$ cat config.mk
export PLATFORM = sky130hd
export DESIGN_NAME = crc16_frame_ctrl
export DESIGN_NICKNAME = d
export VERILOG_FILES = /design/src/rtl/crc16_frame_ctrl.sv
export SDC_FILE = /design/constraint.sdc
export NUM_CORES = 1
export LEC_CHECK = 0
export ABC_AREA = 1
export ABC_CLOCK_PERIOD_IN_PS = 1370
export CORE_MARGIN = 2
export CORE_UTILIZATION = 30
export CTS_BUF_LIST = sky130_fd_sc_hd__clkbuf_2 sky130_fd_sc_hd__clkbuf_4 sky130_fd_sc_hd__clkbuf_8
export CTS_CLUSTER_DIAMETER = 50
export DETAILED_ROUTE_END_ITERATION = 16
export GPL_TIMING_DRIVEN = 0
export PLACE_DENSITY_LB_ADDON = 0.25
export SLEW_MARGIN = 20
export SYNTH_ARGS = -nofsm -noshare
export SYNTH_HDL_FRONTEND = slang
export SYNTH_SLANG_ARGS = --single-unit
$ cat constraint.sdc
create_clock -name clk -period 1.37 [get_ports clk]
set_input_delay 0.137 -clock clk [delete_from_list [all_inputs] [get_ports clk]]
set_output_delay 0.137 -clock clk [all_outputs]
set_load 0.03 [all_outputs]
$ cat src/rtl/crc16_frame_ctrl.sv
// crc16_frame_ctrl: sequencer for the serial CRC-16 check path.
// Accepts 32-bit frame words over valid/ready and shifts each word MSB-first,
// one bit per clock, through a CRC-16 LFSR (poly 0x1021, non-reflected).
// At end of frame it holds the remainder and verdict on a result handshake.
// Build option: define CRC_SEED_ONES_EN for a 16'hFFFF seed (CCITT-FALSE);
// when it is undefined the seed is 16'h0000 (XMODEM).
`timescale 1ns/1ps

module crc16_frame_ctrl #(
    parameter int MAX_WORDS = 64,
    parameter int CW        = 7
) (
    input  logic          clk,
    input  logic          rst,
    input  logic          in_valid,
    output logic          in_ready,
    input  logic [31:0]   in_data,
    input  logic          in_last,
    output logic          res_valid,
    input  logic          res_ready,
    output logic [15:0]   res_crc,
    output logic          res_ok,
    output logic          res_ovf,
    output logic [CW-1:0] res_words,
    output logic          busy
);

`ifdef CRC_SEED_ONES_EN
    localparam logic [15:0] SEED = 16'hFFFF;
`else
    localparam logic [15:0] SEED = 16'h0000;
`endif

    localparam logic [CW-1:0] WMAX = CW'(MAX_WORDS);
    localparam logic [CW-1:0] WSAT = CW'(MAX_WORDS + 1);

    typedef enum logic [1:0] {
        IDLE   = 2'd0,
        SHIFT  = 2'd1,
        WAIT   = 2'd2,
        RESULT = 2'd3
    } state_t;

    state_t        state;
    logic [31:0]   sreg;
    logic [15:0]   lfsr;
    logic [15:0]   lfsr_next;
    logic [4:0]    bcnt;
    logic          last_q;
    logic [CW-1:0] wcnt;
    logic          ovf;
    logic          fb;

    // One LFSR step: feed the current MSB of the shift register.
    always_comb begin
        fb        = sreg[31] ^ lfsr[15];
        lfsr_next = {lfsr[14:12], lfsr[11] ^ fb, lfsr[10:5], lfsr[4] ^ fb, lfsr[3:0], fb};
    end

    // Frame sequencer with registered handshake and result outputs.
    always_ff @(posedge clk or negedge rst) begin
        if (!rst) begin
            state     <= IDLE;
            sreg      <= '0;
            lfsr      <= SEED;
            bcnt      <= '0;
            last_q    <= 1'b0;
            wcnt      <= '0;
            ovf       <= 1'b0;
            in_ready  <= 1'b0;
            res_valid <= 1'b0;
            res_crc   <= '0;
            res_ok    <= 1'b0;
            res_ovf   <= 1'b0;
            res_words <= '0;
            busy      <= 1'b0;
        end else begin
            case (state)
                IDLE: begin
                    if (in_valid && in_ready) begin
                        sreg     <= in_data;
                        last_q   <= in_last;
                        wcnt     <= CW'(1);
                        ovf      <= 1'b0;
                        lfsr     <= SEED;
                        bcnt     <= 5'd31;
                        in_ready <= 1'b0;
                        busy     <= 1'b1;
                        state    <= SHIFT;
                    end else begin
                        in_ready <= 1'b1;
                    end
                end
                SHIFT: begin
                    lfsr <= lfsr_next;
                    sreg <= {sreg[30:0], 1'b0};
                    bcnt <= bcnt - 5'd1;
                    if (bcnt == 5'd0) begin
                        if (last_q) begin
                            res_valid <= 1'b1;
                            res_crc   <= lfsr_next;
                            res_ok    <= (lfsr_next == 16'h0000) && !ovf;
                            res_ovf   <= ovf;
                            res_words <= wcnt;
                            state     <= RESULT;
                        end else begin
                            in_ready <= 1'b1;
                            state    <= WAIT;
                        end
                    end
                end
                WAIT: begin
                    if (in_valid && in_ready) begin
                        sreg     <= in_data;
                        last_q   <= in_last;
                        bcnt     <= 5'd31;
                        in_ready <= 1'b0;
                        // wcnt is the pre-increment count, so >= WMAX means the new word is past the limit
                        if (wcnt >= WMAX) begin
                            ovf <= 1'b1;
                        end
                        if (wcnt != WSAT) begin
                            wcnt <= wcnt + CW'(1);
                        end
                        state <= SHIFT;
                    end
                end
                RESULT: begin
                    if (res_ready) begin
                        res_valid <= 1'b0;
                        in_ready  <= 1'b1;
                        busy      <= 1'b0;
                        state     <= IDLE;
                    end
                end
                default: begin
                    state <= IDLE;
                end
            endcase
        end
    end

endmodule

Yosys cells after proc, flatten, opt, wreduce, memory -nomap -nowiden
Index checks and enable logic that the tools add are counted.
{"block": "word_totals", "register_bits": 92}
{"block": "classes", "eq_ne": 13, "mux": 30, "reduce_logical": 22, "n_addsub": 2, "magnitude_cmp": 1, "bitwise_logic": 3}
{"operator": "one-hot mux 32 bit (2 select lines)", "count": 1}
{"operator": "two-way mux 32 bit", "count": 1}
{"operator": "one-hot mux 16 bit (2 select lines)", "count": 1}
{"operator": "two-way mux 7 bit", "count": 3}
{"operator": "zero test 16 bit", "count": 1}
{"operator": "two-way mux 16 bit", "count": 1}
{"operator": "!= test 2 bit, second input constant", "count": 8}
{"operator": "AND reduction 4 bit", "count": 4}
{"operator": "one-hot mux 7 bit (2 select lines)", "count": 1}
{"operator": "two-way mux 1 bit", "count": 12}
{"operator": "one-hot mux 5 bit (2 select lines)", "count": 1}
{"operator": "nonzero test 2 bit", "count": 5}
{"operator": "AND reduction 3 bit", "count": 3}
{"operator": "adder 7 x 1 -> 7 bit, second input constant", "count": 1}
{"operator": ">= comparator 7 bit, second input constant", "count": 1}
{"operator": "!= test 7 bit, second input constant", "count": 1}
{"operator": "two-way mux 2 bit", "count": 3}
{"operator": "one-hot mux 1 bit (2 select lines)", "count": 3}
{"operator": "one-hot mux 2 bit (3 select lines)", "count": 1}
{"operator": "AND reduction 2 bit", "count": 3}
{"operator": "zero test 5 bit", "count": 1}
{"operator": "two-way mux 5 bit", "count": 1}
{"operator": "subtractor 5 x 1 -> 5 bit, second input constant", "count": 1}
{"operator": "equality test 2 bit, second input constant", "count": 2}
{"operator": "other kinds (8)", "count": 11}

Longest topological paths before layout
Gate-level depths: netlist of the first run.
{"block": "logic_depth", "ltp_word": 4, "mapped_depth": 9, "depth_no_buf": 8}

Least setup slack after synthesis of the first run
OpenSTA, ideal clock, no wires.
{"block": "synth_path", "path_type": "reg2reg", "startpoint": "register in_ready", "endpoint": "register lfsr[13]", "setup_ns": 0.128, "path_buffers": 1, "stages_incl_launch_ff": 7, "arrival_time_ns": 1.392, "setup_slack_ns": -0.150, "period_less_slack_ns": 1.520, "cell_sequence": "dfrtp_1 > nand2_1 > nor2_4 > nand2_1 > nand2_1 > buf_2 > o22ai_1"}
{"block": "synth_between", "elab_chain_len": 3}
{"element": "from (decl)", "line_no": "16", "rtl": "output logic in_ready,"}
{"element": "from (signal assigned)", "line_no": "70", "rtl": "in_ready <= 1'b0;"}
{"element": "from (signal assigned)", "line_no": "87", "rtl": "in_ready <= 1'b0;"}
{"element": "from (signal assigned)", "line_no": "91", "rtl": "in_ready <= 1'b1;"}
{"element": "logical AND 1 bit", "line_no": "80", "rtl": "if (in_valid && in_ready) begin"}
{"element": "!= test 2 bit (no line)"}
{"element": "AND reduction 2 bit (no line)"}
{"element": "to (signal assigned)", "line_no": "95", "rtl": "lfsr <= lfsr_next;"}
{"element": "to (decl)", "line_no": "46", "rtl": "logic [15:0] lfsr;"}
Every way passes these cells.
A chain may end at the register's enable or synchronous reset.

Final worst setup path of the first run
{"block": "layout_path", "startpoint": "register state[0]", "endpoint": "register wcnt[4]"}
{"block": "layout_between", "elab_chain_len": 3, "elab_cells_between_ends": 8, "cone_classes": "eq/ne (4); mux (1); reduce/logical (3)"}
{"element": "from (decl)", "line_no": "44", "rtl": "state_t state;"}
{"element": "from (signal assigned)", "line_no": "63", "rtl": "state <= IDLE;"}
{"element": "from (signal assigned)", "line_no": "89", "rtl": "state <= SHIFT;"}
{"element": "from (signal assigned)", "line_no": "105", "rtl": "state <= RESULT;"}
{"element": "equality test 2 bit or zero test 2 bit (tied branches)", "line_no": "78", "rtl": "case (state)"}
{"element": "!= test 2 bit (no line) or nonzero test 2 bit (tied branches)"}
{"element": "AND reduction 4 bit (no line)"}
{"element": "to (signal assigned)", "line_no": "123", "rtl": "wcnt <= wcnt + CW'(1);"}
{"element": "to (decl)", "line_no": "50", "rtl": "logic [CW-1:0] wcnt;"}
Parallel ways exist; a longest one is shown, timed or not.

==> metrics.csv, run 1 <==
stage;metric;value;unit
layout;commonest cells after routing, fill and taps aside;nand2_1, dfrtp_1, nor2_1;
clocking;maximum root-to-sink buffer count;2;
yosys;syn_area_per_cell;8.870;um^2
sta;Final Slew Violations;0;
grt;GRT Residual Overflow;0;
sta;unrepaired setup endpoints after global routing;yes;
clocking;Clk pin slew, worst setup/hold paths;100;ps
floorplanning;total die area;14860;um^2
power;leakage power;2.793;nW
layout;Layout fillers;1401;
power;switching power;5.317;mW
grt;largest net degree at the start of global routing;65;
floorplanning;Rows;43;
sta;final setup TNS;-69.10;ps
detailed_routing;DRC;0;
sta;Final WS setup;-25.89;ps
floorplanning;Die X-Extent;121.9;um
layout;commonest non-fill, non-tap cell in the layout;nand2_1;
detailed_routing;Via density;4.669;
sta;crit share post-route;101.9;%
floorplanning;core area;13720;um^2
clocking;Root Driver;clkbuf_8;
grt;number of global-route vias before repair;3546;
sta;Max Clock Freq;0.7164;GHz
yosys;Synth Net Count;510;
grt;gr usage total;14.25;%
detailed_routing;post-route ant nets;0;
clocking;Clock Latency Late Sink;370;ps
power;clock share of power;16.2;%
sta;clk_skew;11.31;ps
layout;layout cell share with drive strength beyond 1;27.09;%
detailed_routing;number of DRC markers in iteration 0;177;
yosys;Main synth FF type;dfrtp_1;
layout;Synth-to-Final Area Change;43.97;%
power;power share of the combinational group;48.9;%
floorplanning;Initial Util;30.39;%
clocking;H-tree Lvls;3;
sta;post-route minimum period;1396;ps
critical_path;CP endpoint kind;register;
sta;Final Hold Fails;0;
status;outcome;finished with violations;
critical_path;Critical Path Source Type;register;
power;Power Density;2191;nW/um^2
floorplanning;Die Height;121.9;um
detailed_routing;drt pass-1 iters;5;
sta;Slew @ Worst Pin;323.4;ps
power;total power;13.15;mW
min_path;HP Class;primary input to async pin;
yosys;Seq/Total Area, Yosys;55.22;%
sta;# setup viols final;7;
yosys;Post-Synthesis Cells;470;
grt;initial antenna violation count;0;
flow_run;Max-Cap Viols;0;
clocking;clock sinks;92;
floorplanning;I/O pin total;65;
detailed_routing;WL/cell;13.57;um
yosys;Yosys Warn Count;0;
yosys;Post-synth EDFFs;0;
placement;Final HPWL DP;6768;um
grt;global-route wire length before repair;16820;um
yosys;Cell Area, Synth;4169;um^2
power;Net Sw Frac;40.44;%
critical_path;Crit Path Category;register to register;
critical_path;Crit Path Max Fanout;5;
yosys;async set-or-reset flop fraction in the synthesized netlist;100.0;%
status;violated checks;negative setup slack;
power;peak supply drop;0.001005;V
yosys;number of synthesized register bits;92;
layout;# diodes;0;
clocking;CTS buffer count;9;
power;Internal Power;7.832;mW
detailed_routing;DRT Wirelength;10410;um
critical_path;Crit path required time;1620;ps
critical_path;Arrival @ worst endpoint;1650;ps
layout;# nets final;622;
clocking;TritonCTS clock tree;built;
yosys;post-synth cell types;30;
detailed_routing;Via Count;3581;
sta;Rel. slew slack;78.44;%
placement;GP Congestion;0.8410;
placement;PortBufs;64;
power;Sequential Power Share;34.8;%
==> Yosys cell counts (all sizes together), types with 2 or more instances <==
library cell,number,area [um^2]
a21oi,2,10.01
a31oi,31,193.9
buf,15,115.1
clkbuf,6,22.52
dfrtp,92,2302
ha,3,37.54
inv,36,140.1
nand2,150,580.6
nand3,20,105.1
nand4,3,18.77
nor2,53,237.7
o21ai,36,255.2
o21bai,2,15.01
o22ai,15,93.84
or2,2,12.51
==> flip-flops by register name, summed over array words and instances (netlist names), 2 cells and up <==
| name | count |
|---|---|
| sreg | 32 |
| lfsr | 16 |
| res_crc | 16 |
| res_words | 7 |
| wcnt | 7 |
| bcnt | 5 |
| state | 2 |
==> worst max-delay path: stages (launching register included) <==
cell,delay (ps)
dfrtp_1,400
buf_8,140
buf_8,120
nor2_4,160
buf_6,140
o21ai_4,60
buf_6,140
nand2_2,50
o21ai_1,60
==> routing by layer <==
| metal | share of wire (%) | vias to the layer above | track usage [%] |
|---|---|---|---|
| li1 | - | 1757 | - |
| met1 | 45 | 1719 | 17.96 |
| met2 | 48 | 91 | 23.95 |
| met3 | 5.0 | 14 | 3.558 |
| met4 | 1.1 | 0 | 4.670 |
| met5 | 0 | - | 0 |
==> layout make-up <==
class	count	area [um^2]	share of cell area, %
flip-flops and latches	92	2305	38.40
multi-input cells	321	1857	30.94
repair buffers	101	998.5	16.64
plain buffers	21	229.0	3.815
well taps	180	225.2	3.752
inverters	36	152.6	2.543
clock buffers	11	151.4	2.522
clock inverters	5	83.83	1.397
==> metrics by stage <==
stage | worst slack [ps] | hold WS [ps] | util (%) | area [um^2] | cells
floorplan | 6.546 | -158.6 | - | 4178 | 470
global placement | -3613 | 466.4 | 36.76 | 5044 | 714
detailed placement | -463.5 | 34.40 | 36.97 | 5072 | 715
CTS | -56.22 | 213.0 | 40.86 | 5605 | 754
global route | -42.24 | 234.8 | 43.75 | 6002 | 767
finish | -25.89 | 214.3 | 43.75 | 6002 | 767
==> power by group through the flow <==
stage / sequential [mW] / combinational [mW] / clock (mW)
floorplan: 4.89 / 3.10 / 0
global placement: 4.52 / 4.89 / 0
detailed placement: 4.56 / 5.02 / 0
CTS: 4.52 / 5.66 / 2.18
global route: 4.73 / 7.10 / 2.29
finish: 4.58 / 6.44 / 2.13
==> final timing paths <==
check	from	to	slack (ps)	cells past startpoint
worst max-delay path	state[0]$_DFFE_PN0P_	wcnt[4]$_DFFE_PN0P_	-30	8
worst min-delay path	rst	wcnt[0]$_DFFE_PN0P_	210	2
worst max register to register	state[0]$_DFFE_PN0P_	wcnt[4]$_DFFE_PN0P_	-30	8
worst min register to register	res_crc[1]$_DFFE_PN0P_	res_crc[1]$_DFFE_PN0P_	480	2
max in group asynchronous	rst	sreg[23]$_DFFE_PN0P_	540	3
min in group clk	in_last	last_q$_DFFE_PN0P_	330	3
==> logic make-up after synthesis <==
group / after synthesis / share of synthesized area, %
adder cells (fa/ha/maj): 3 / 0.9005
buffers and inverters: 57 / 6.663
flip-flops: 92 / 55.22
AO/OA/AOI/OAI: 88 / 13.99
XOR/XNOR: 1 / 0.2101
AND/OR/NAND/NOR: 229 / 23.02
==> repair_timing <==
action	in CTS	in global routing
pin swaps	11	6
hold buffers	1	0
gates resized for setup	63	80
hold endpoints to repair	51	0
buffers inserted	22	9
endpoints found under the setup margin	113	71
cloned	0	4
No activity file was read; power rests on OpenSTA's default activity.
==> inputs of run 2 (changes only) <==
- ABC_AREA: 1 -> default
==> metrics.csv, run 2 <==
stage;metric;value;unit
status;outcome;finished with violations;
status;violated checks;negative setup slack;
placement;Final HPWL DP;6437;um
sta;final setup TNS;-12980;ps
yosys;Seq/Total Area, Yosys;54.97;%
grt;initial antenna violation count;0;
yosys;number of synthesized register bits;92;
grt;global-route wire length before repair;15740;um
layout;commonest non-fill, non-tap cell in the layout;dfrtp_1;
power;total power;10.22;mW
critical_path;crit path cell chain;inv_2 -> ha_4 -> nor4b_4 -> and2_4 -> clkbuf_16 -> mux2_4;
placement;PortBufs;64;
critical_path;worst reg2reg startpoint;bcnt[0]$_DFFE_PN0P_;
sta;Final Hold Fails;0;
clocking;CTS buffer count;9;
flow_run;Max-Cap Viols;0;
grt;gr usage total;13.75;%
layout;finished layout cell area;6227;um^2
yosys;Synth Area in Compound Gates;10.76;%
min_path;HP Class;primary input to async pin;
yosys;mux cell area share after synthesis;16.01;%
power;Sequential Power Share;42.9;%
layout;layout cell share with drive strength beyond 1;36.48;%
sta;crit share post-route;128.5;%
detailed_routing;DRC;0;
sta;Rel. slew slack;75.50;%
clocking;maximum root-to-sink buffer count;2;
critical_path;CP endpoint kind;register;
clocking;Clock Latency Late Sink;380;ps
yosys;Main synth FF type;dfrtp_1;
sta;Max Clock Freq;0.5682;GHz
sta;Final Slew Violations;0;
sta;post-route minimum period;1760;ps
placement;Placement Setup Slack;-546.5;ps
critical_path;Arrival @ worst endpoint;2030;ps
layout;fin util;45.21;%
yosys;share of the synthesized area in the top cell type;54.97;%
detailed_routing;Metal-1 WL;4688;um
sta;clk_skew;13.56;ps
layout;# nets final;501;
floorplanning;total die area;14920;um^2
critical_path;Critical Path Source Type;register;
floorplanning;Die Height;122.2;um
placement;GP Congestion;0.7940;
grt;number of global-route vias before repair;3057;
sta;Slew @ Worst Pin;364.2;ps
layout;Synth-to-Final Area Change;48.70;%
yosys;combinational family with the most area after synthesis;multiplexers;
layout;Most flops, register;sreg;
detailed_routing;Top Layer Used;met4;
sta;Final WS setup;-389.8;ps
yosys;synth top area cells;dfrtp_1, mux2i_1, mux2_4;
layout;largest registers;sreg x32, lfsr x16, res_crc x16;
floorplanning;Die X-Extent;122.2;um
floorplanning;core area;13770;um^2
detailed_routing;number of DRC markers in iteration 0;126;
yosys;syn_area_per_cell;11.93;um^2
floorplanning;I/O pin total;65;
power;Net Sw Frac;35.53;%
critical_path;Register-to-Register Setup Slack;-390;ps
detailed_routing;Via Count;3173;
critical_path;Crit Path Category;register to register;
detailed_routing;WL/cell;15.91;um
sta;unrepaired setup endpoints after global routing;yes;
critical_path;crit-path max cell delay;410;ps
yosys;Cell Area, Synth;4188;um^2
power;peak supply drop;0.0007201;V
critical_path;Crit Path Max Fanout;6;
layout;commonest cells after routing, fill and taps aside;dfrtp_1, clkdlybuf4s50_1, mux2i_1;
clocking;Root Driver;clkbuf_8;
sta;# setup viols final;77;
power;switching power;3.630;mW
layout;non-filler cells, final;646;
sta;hold_ws;165.8;ps
yosys;Post-synth EDFFs;0;
power;Power Density;1641;nW/um^2
critical_path;Reg-to-Reg End;res_crc[1]$_DFFE_PN0P_;
critical_path;slowest CP cell;dfrtp_1;
yosys;Synth Net Count;391;
clocking;Clk pin slew, worst setup/hold paths;100;ps
floorplanning;Initial Util;30.41;%
power;Internal Power;6.587;mW
power;clock share of power;18.7;%
yosys;cell accounting for the most synthesized area;dfrtp_1;
critical_path;R2R depth;6;
yosys;Post-Synthesis Cells;351;
yosys;async set-or-reset flop fraction in the synthesized netlist;100.0;%
power;leakage power;2.943;nW
clocking;H-tree Lvls;3;
yosys;Synth Area in Simple Gates;12.19;%
power;power share of the combinational group;38.4;%
yosys;most common cell in the netlist;dfrtp_1;
detailed_routing;DRT Wirelength;10280;um
yosys;Synth Area in Adders;0.8963;%
clocking;TritonCTS clock tree;built;
floorplanning;Rows;43;
layout;# diodes;0;
detailed_routing;drt pass-1 iters;4;
detailed_routing;met3 wire length;530;um
layout;Largest register FFs;32;
detailed_routing;post-route ant nets;0;
yosys;post-synth cell types;44;
placement;placed instance area;5109;um^2
detailed_routing;Via density;4.912;
yosys;most frequent cells after synthesis;dfrtp_1, nand3_1, mux2i_1, o21ai_0, nand2_1;
clocking;clock sinks;92;
detailed_routing;wire length on met2;4937;um
yosys;Yosys Warn Count;0;
placement;Inst Count DP;596;
grt;GRT Residual Overflow;0;
critical_path;Crit path required time;1640;ps
yosys;XOR/XNOR share of the synthesized area;0.8366;%
grt;largest net degree at the start of global routing;75;
[run 2: routing by layer]
metal,GRT usage (%),vias to the layer above
met3,4.401,9
li1,-,1499
met2,20.84,79
met5,0,-
met1,18.85,1586
met4,4.023,0
[run 2: power groups by stage]
| stage | combinational (mW) | sequential [mW] | clock, mW |
|---|---|---|---|
| 3_5_place_dp | 2.66 | 4.27 | 0 |
| 5_1_grt | 4.28 | 4.51 | 2.11 |
| 6_report | 3.92 | 4.38 | 1.91 |
| 4_1_cts | 3.10 | 4.25 | 1.98 |
| 3_3_place_gp | 2.57 | 4.25 | 0 |
| 2_1_floorplan | 1.88 | 4.14 | 0 |
[run 2: area by class of cell]
cell class	count	area, um^2
Timing Repair Buffer	103	1131
Tap cell	180	225.2
Clock buffer	10	131.4
Multi-Input combinational cell	224	2049
Sequential cell	92	2306
Inverter	9	36.28
Clock inverter	6	70.07
Fill cell	1319	7546
Buffer	22	277.8
[run 2: logic make-up after synthesis]
| kind of cell | Yosys count |
|---|---|
| DFF | 92 |
| and+or+nand+nor | 91 |
| AOI/OAI and AO/OA | 68 |
| muxes | 58 |
| buffers and inverters | 35 |
| xor gates and xnor gates | 4 |
| adders and majority gates | 3 |
[run 2: timing repair]
action	4_1_cts	5_1_grt
buffers inserted	18	11
setup endpoints to repair	116	84
pin swaps	14	34
hold buffers	1	0
hold endpoints to repair	92	0
cloned	1	8
resized for setup	118	84
[run 2: worst max-delay path by stage]
stage                   startpoint                        to  slack [ps]
2_1_floorplan  bcnt[0]$_DFFE_PN0P_    res_crc[0]$_DFFE_PN0P_        -300
3_3_place_gp                   rst      in_ready$_DFFE_PN0P_       -3700
3_5_place_dp              in_valid      sreg[12]$_DFFE_PN0P_        -550
4_1_cts        bcnt[1]$_DFFE_PN0P_    res_crc[3]$_DFFE_PN0P_        -430
5_1_grt        bcnt[1]$_DFFE_PN0P_  res_words[4]$_DFFE_PN0P_        -440
6_report       bcnt[0]$_DFFE_PN0P_    res_crc[1]$_DFFE_PN0P_        -390
[run 2: critical path: cells and delay by family, from the launching register on]
family,cells,cell delay [ps]
fa+ha+maj,1,140
mux,1,290
simple gates,2,540
flops,1,410
buf+inv,2,270
==> inputs of run 3 (changes only) <==
- CTS_BUF_LIST: sky130_fd_sc_hd__clkbuf_2 sky130_fd_sc_hd__clkbuf_4 sky130_fd_sc_hd__clkbuf_8 -> sky130_fd_sc_hd__clkbuf_4
- SLEW_MARGIN: 20 -> default
==> metrics.csv, run 3 (synthesis results as in run 2) <==
stage;metric;value;unit
status;violated checks;negative setup slack;
layout;Largest register FFs;32;
detailed_routing;WL/cell;16.09;um
detailed_routing;post-route ant nets;0;
power;power share of the combinational group;42.4;%
critical_path;CP endpoint kind;register;
power;peak supply drop;0.0007376;V
detailed_routing;DRT Wirelength;10480;um
layout;finished layout cell area;6070;um^2
grt;initial antenna violation count;0;
floorplanning;core area;13770;um^2
placement;PortBufs;64;
critical_path;Crit Path Max Fanout;8;
floorplanning;Rows;43;
layout;Most flops, register;sreg;
detailed_routing;Top Layer Used;met4;
grt;global-route wire length before repair;16080;um
placement;GP Congestion;0.7940;
placement;Final HPWL DP;6461;um
power;leakage power;2.831;nW
power;total power;9.955;mW
clocking;CTS buffer count;9;
floorplanning;Die Height;122.2;um
layout;layout cell share with drive strength beyond 1;42.89;%
detailed_routing;met3 wire length;463;um
power;clock share of power;14.1;%
layout;commonest cells after routing, fill and taps aside;dfrtp_1, clkdlybuf4s50_1, nand3_1;
placement;Inst Count DP;596;
detailed_routing;drt pass-1 iters;4;
clocking;Clk pin slew, worst setup/hold paths;160;ps
power;Sequential Power Share;43.4;%
layout;# nets final;506;
detailed_routing;Via density;4.894;
layout;fin util;44.07;%
critical_path;Crit path required time;1750;ps
clocking;TritonCTS clock tree;built;
status;outcome;finished with violations;
detailed_routing;DRC;0;
layout;non-filler cells, final;651;
sta;final setup TNS;-10710;ps
clocking;maximum root-to-sink buffer count;2;
floorplanning;I/O pin total;65;
sta;# setup viols final;63;
sta;post-route minimum period;1792;ps
sta;Final Slew Violations;0;
critical_path;Crit Path Category;register to register;
power;Power Density;1640;nW/um^2
layout;commonest non-fill, non-tap cell in the layout;dfrtp_1;
clocking;Root Driver;clkbuf_4;
detailed_routing;wire length on met2;5006;um
layout;# diodes;0;
grt;gr usage total;14.17;%
layout;largest registers;sreg x32, lfsr x16, res_crc x16;
layout;Synth-to-Final Area Change;44.94;%
grt;GRT Residual Overflow;0;
min_path;HP Class;primary input to async pin;
detailed_routing;Via Count;3186;
sta;Slew @ Worst Pin;387.7;ps
sta;clk_skew;21.25;ps
sta;Max Clock Freq;0.5579;GHz
critical_path;Arrival @ worst endpoint;2170;ps
clocking;H-tree Lvls;3;
sta;unrepaired setup endpoints after global routing;yes;
layout;Layout fillers;1337;
sta;Final Hold Fails;0;
placement;placed instance area;5105;um^2
clocking;Clock Latency Late Sink;490;ps
floorplanning;total die area;14920;um^2
floorplanning;Die X-Extent;122.2;um
detailed_routing;Metal-1 WL;4816;um
sta;Rel. slew slack;74.13;%
critical_path;Critical Path Source Type;register;
clocking;clock sinks;92;
sta;crit share post-route;130.8;%
grt;number of global-route vias before repair;3071;
grt;largest net degree at the start of global routing;71;
floorplanning;Initial Util;30.41;%
sta;Final WS setup;-422.4;ps
power;switching power;3.659;mW
flow_run;Max-Cap Viols;0;
power;Internal Power;6.296;mW
power;Net Sw Frac;36.75;%
detailed_routing;number of DRC markers in iteration 0;128;
==> run 3: path summary, 6_finish.rpt <==
check / startpoint / to / slack [ps] / cells past startpoint
max reg2reg: bcnt[0]$_DFFE_PN0P_ / res_words[6]$_DFFE_PN0P_ / -420 / 6
min: rst / res_words[2]$_DFFE_PN0P_ / 70 / 2
min in group clk: in_last / last_q$_DFFE_PN0P_ / 200 / 3
min reg2reg: res_valid$_DFFE_PN0P_ / res_valid$_DFFE_PN0P_ / 510 / 1
max in group asynchronous: rst / sreg[14]$_DFFE_PN0P_ / 630 / 3
max: bcnt[0]$_DFFE_PN0P_ / res_words[6]$_DFFE_PN0P_ / -420 / 6
==> run 3: worst max-delay path, stage by stage (launching register included) <==
cell and delay [ps]:
dfrtp_1 430, inv_2 80, ha_4 140, nor4b_4 240, and2_4 320, clkbuf_16 190
mux2_4 290
==> run 3: power groups by stage <==
| stage | Combinational [mW] | Clock, mW | Sequential (mW) |
|---|---|---|---|
| 3_3_place_gp | 2.57 | 0 | 4.25 |
| 6_report | 4.22 | 1.41 | 4.32 |
| 3_5_place_dp | 2.66 | 0 | 4.27 |
| 4_1_cts | 3.37 | 1.46 | 4.23 |
| 2_1_floorplan | 1.88 | 0 | 4.14 |
| 5_1_grt | 4.58 | 1.60 | 4.45 |
==> run 3: repair_timing <==
action | in CTS | in global routing
gates cloned | 4 | 4
hold buffers | 1 | 0
endpoints found under the hold margin | 92 | 0
buffers inserted | 23 | 16
gates resized for setup | 192 | 139
pin swaps | 12 | 22
endpoints found under the setup margin | 117 | 103
==> run 3: metal layers <==
metal  vias up  global-route usage [%]
met5         -                       0
met4         0                   5.172
met3        15                   4.541
met2        65                   22.24
met1      1589                   18.35
li1       1517                       -
==> run 3: metrics by stage <==
stage	hold slack, ps	setup WS, ps
floorplan	-158.6	-301.8
global placement	482.8	-3695
detailed placement	65.78	-557.2
CTS	44.52	-443.9
global route	59.14	-465.7
finish	65.22	-422.4
==> run 3: final cells by class <==
class / instances / area, um^2 / share of cell area, %
clock buffer: 10 / 75.07 / 1.237
tap: 180 / 225.2 / 3.711
buffer: 21 / 269.0 / 4.432
timing repair buffer: 109 / 1050 / 17.30
inverter: 9 / 41.29 / 0.6803
sequential: 92 / 2303 / 37.95
multi-input combinational: 224 / 2058 / 33.91
clock inverter: 6 / 47.55 / 0.7833
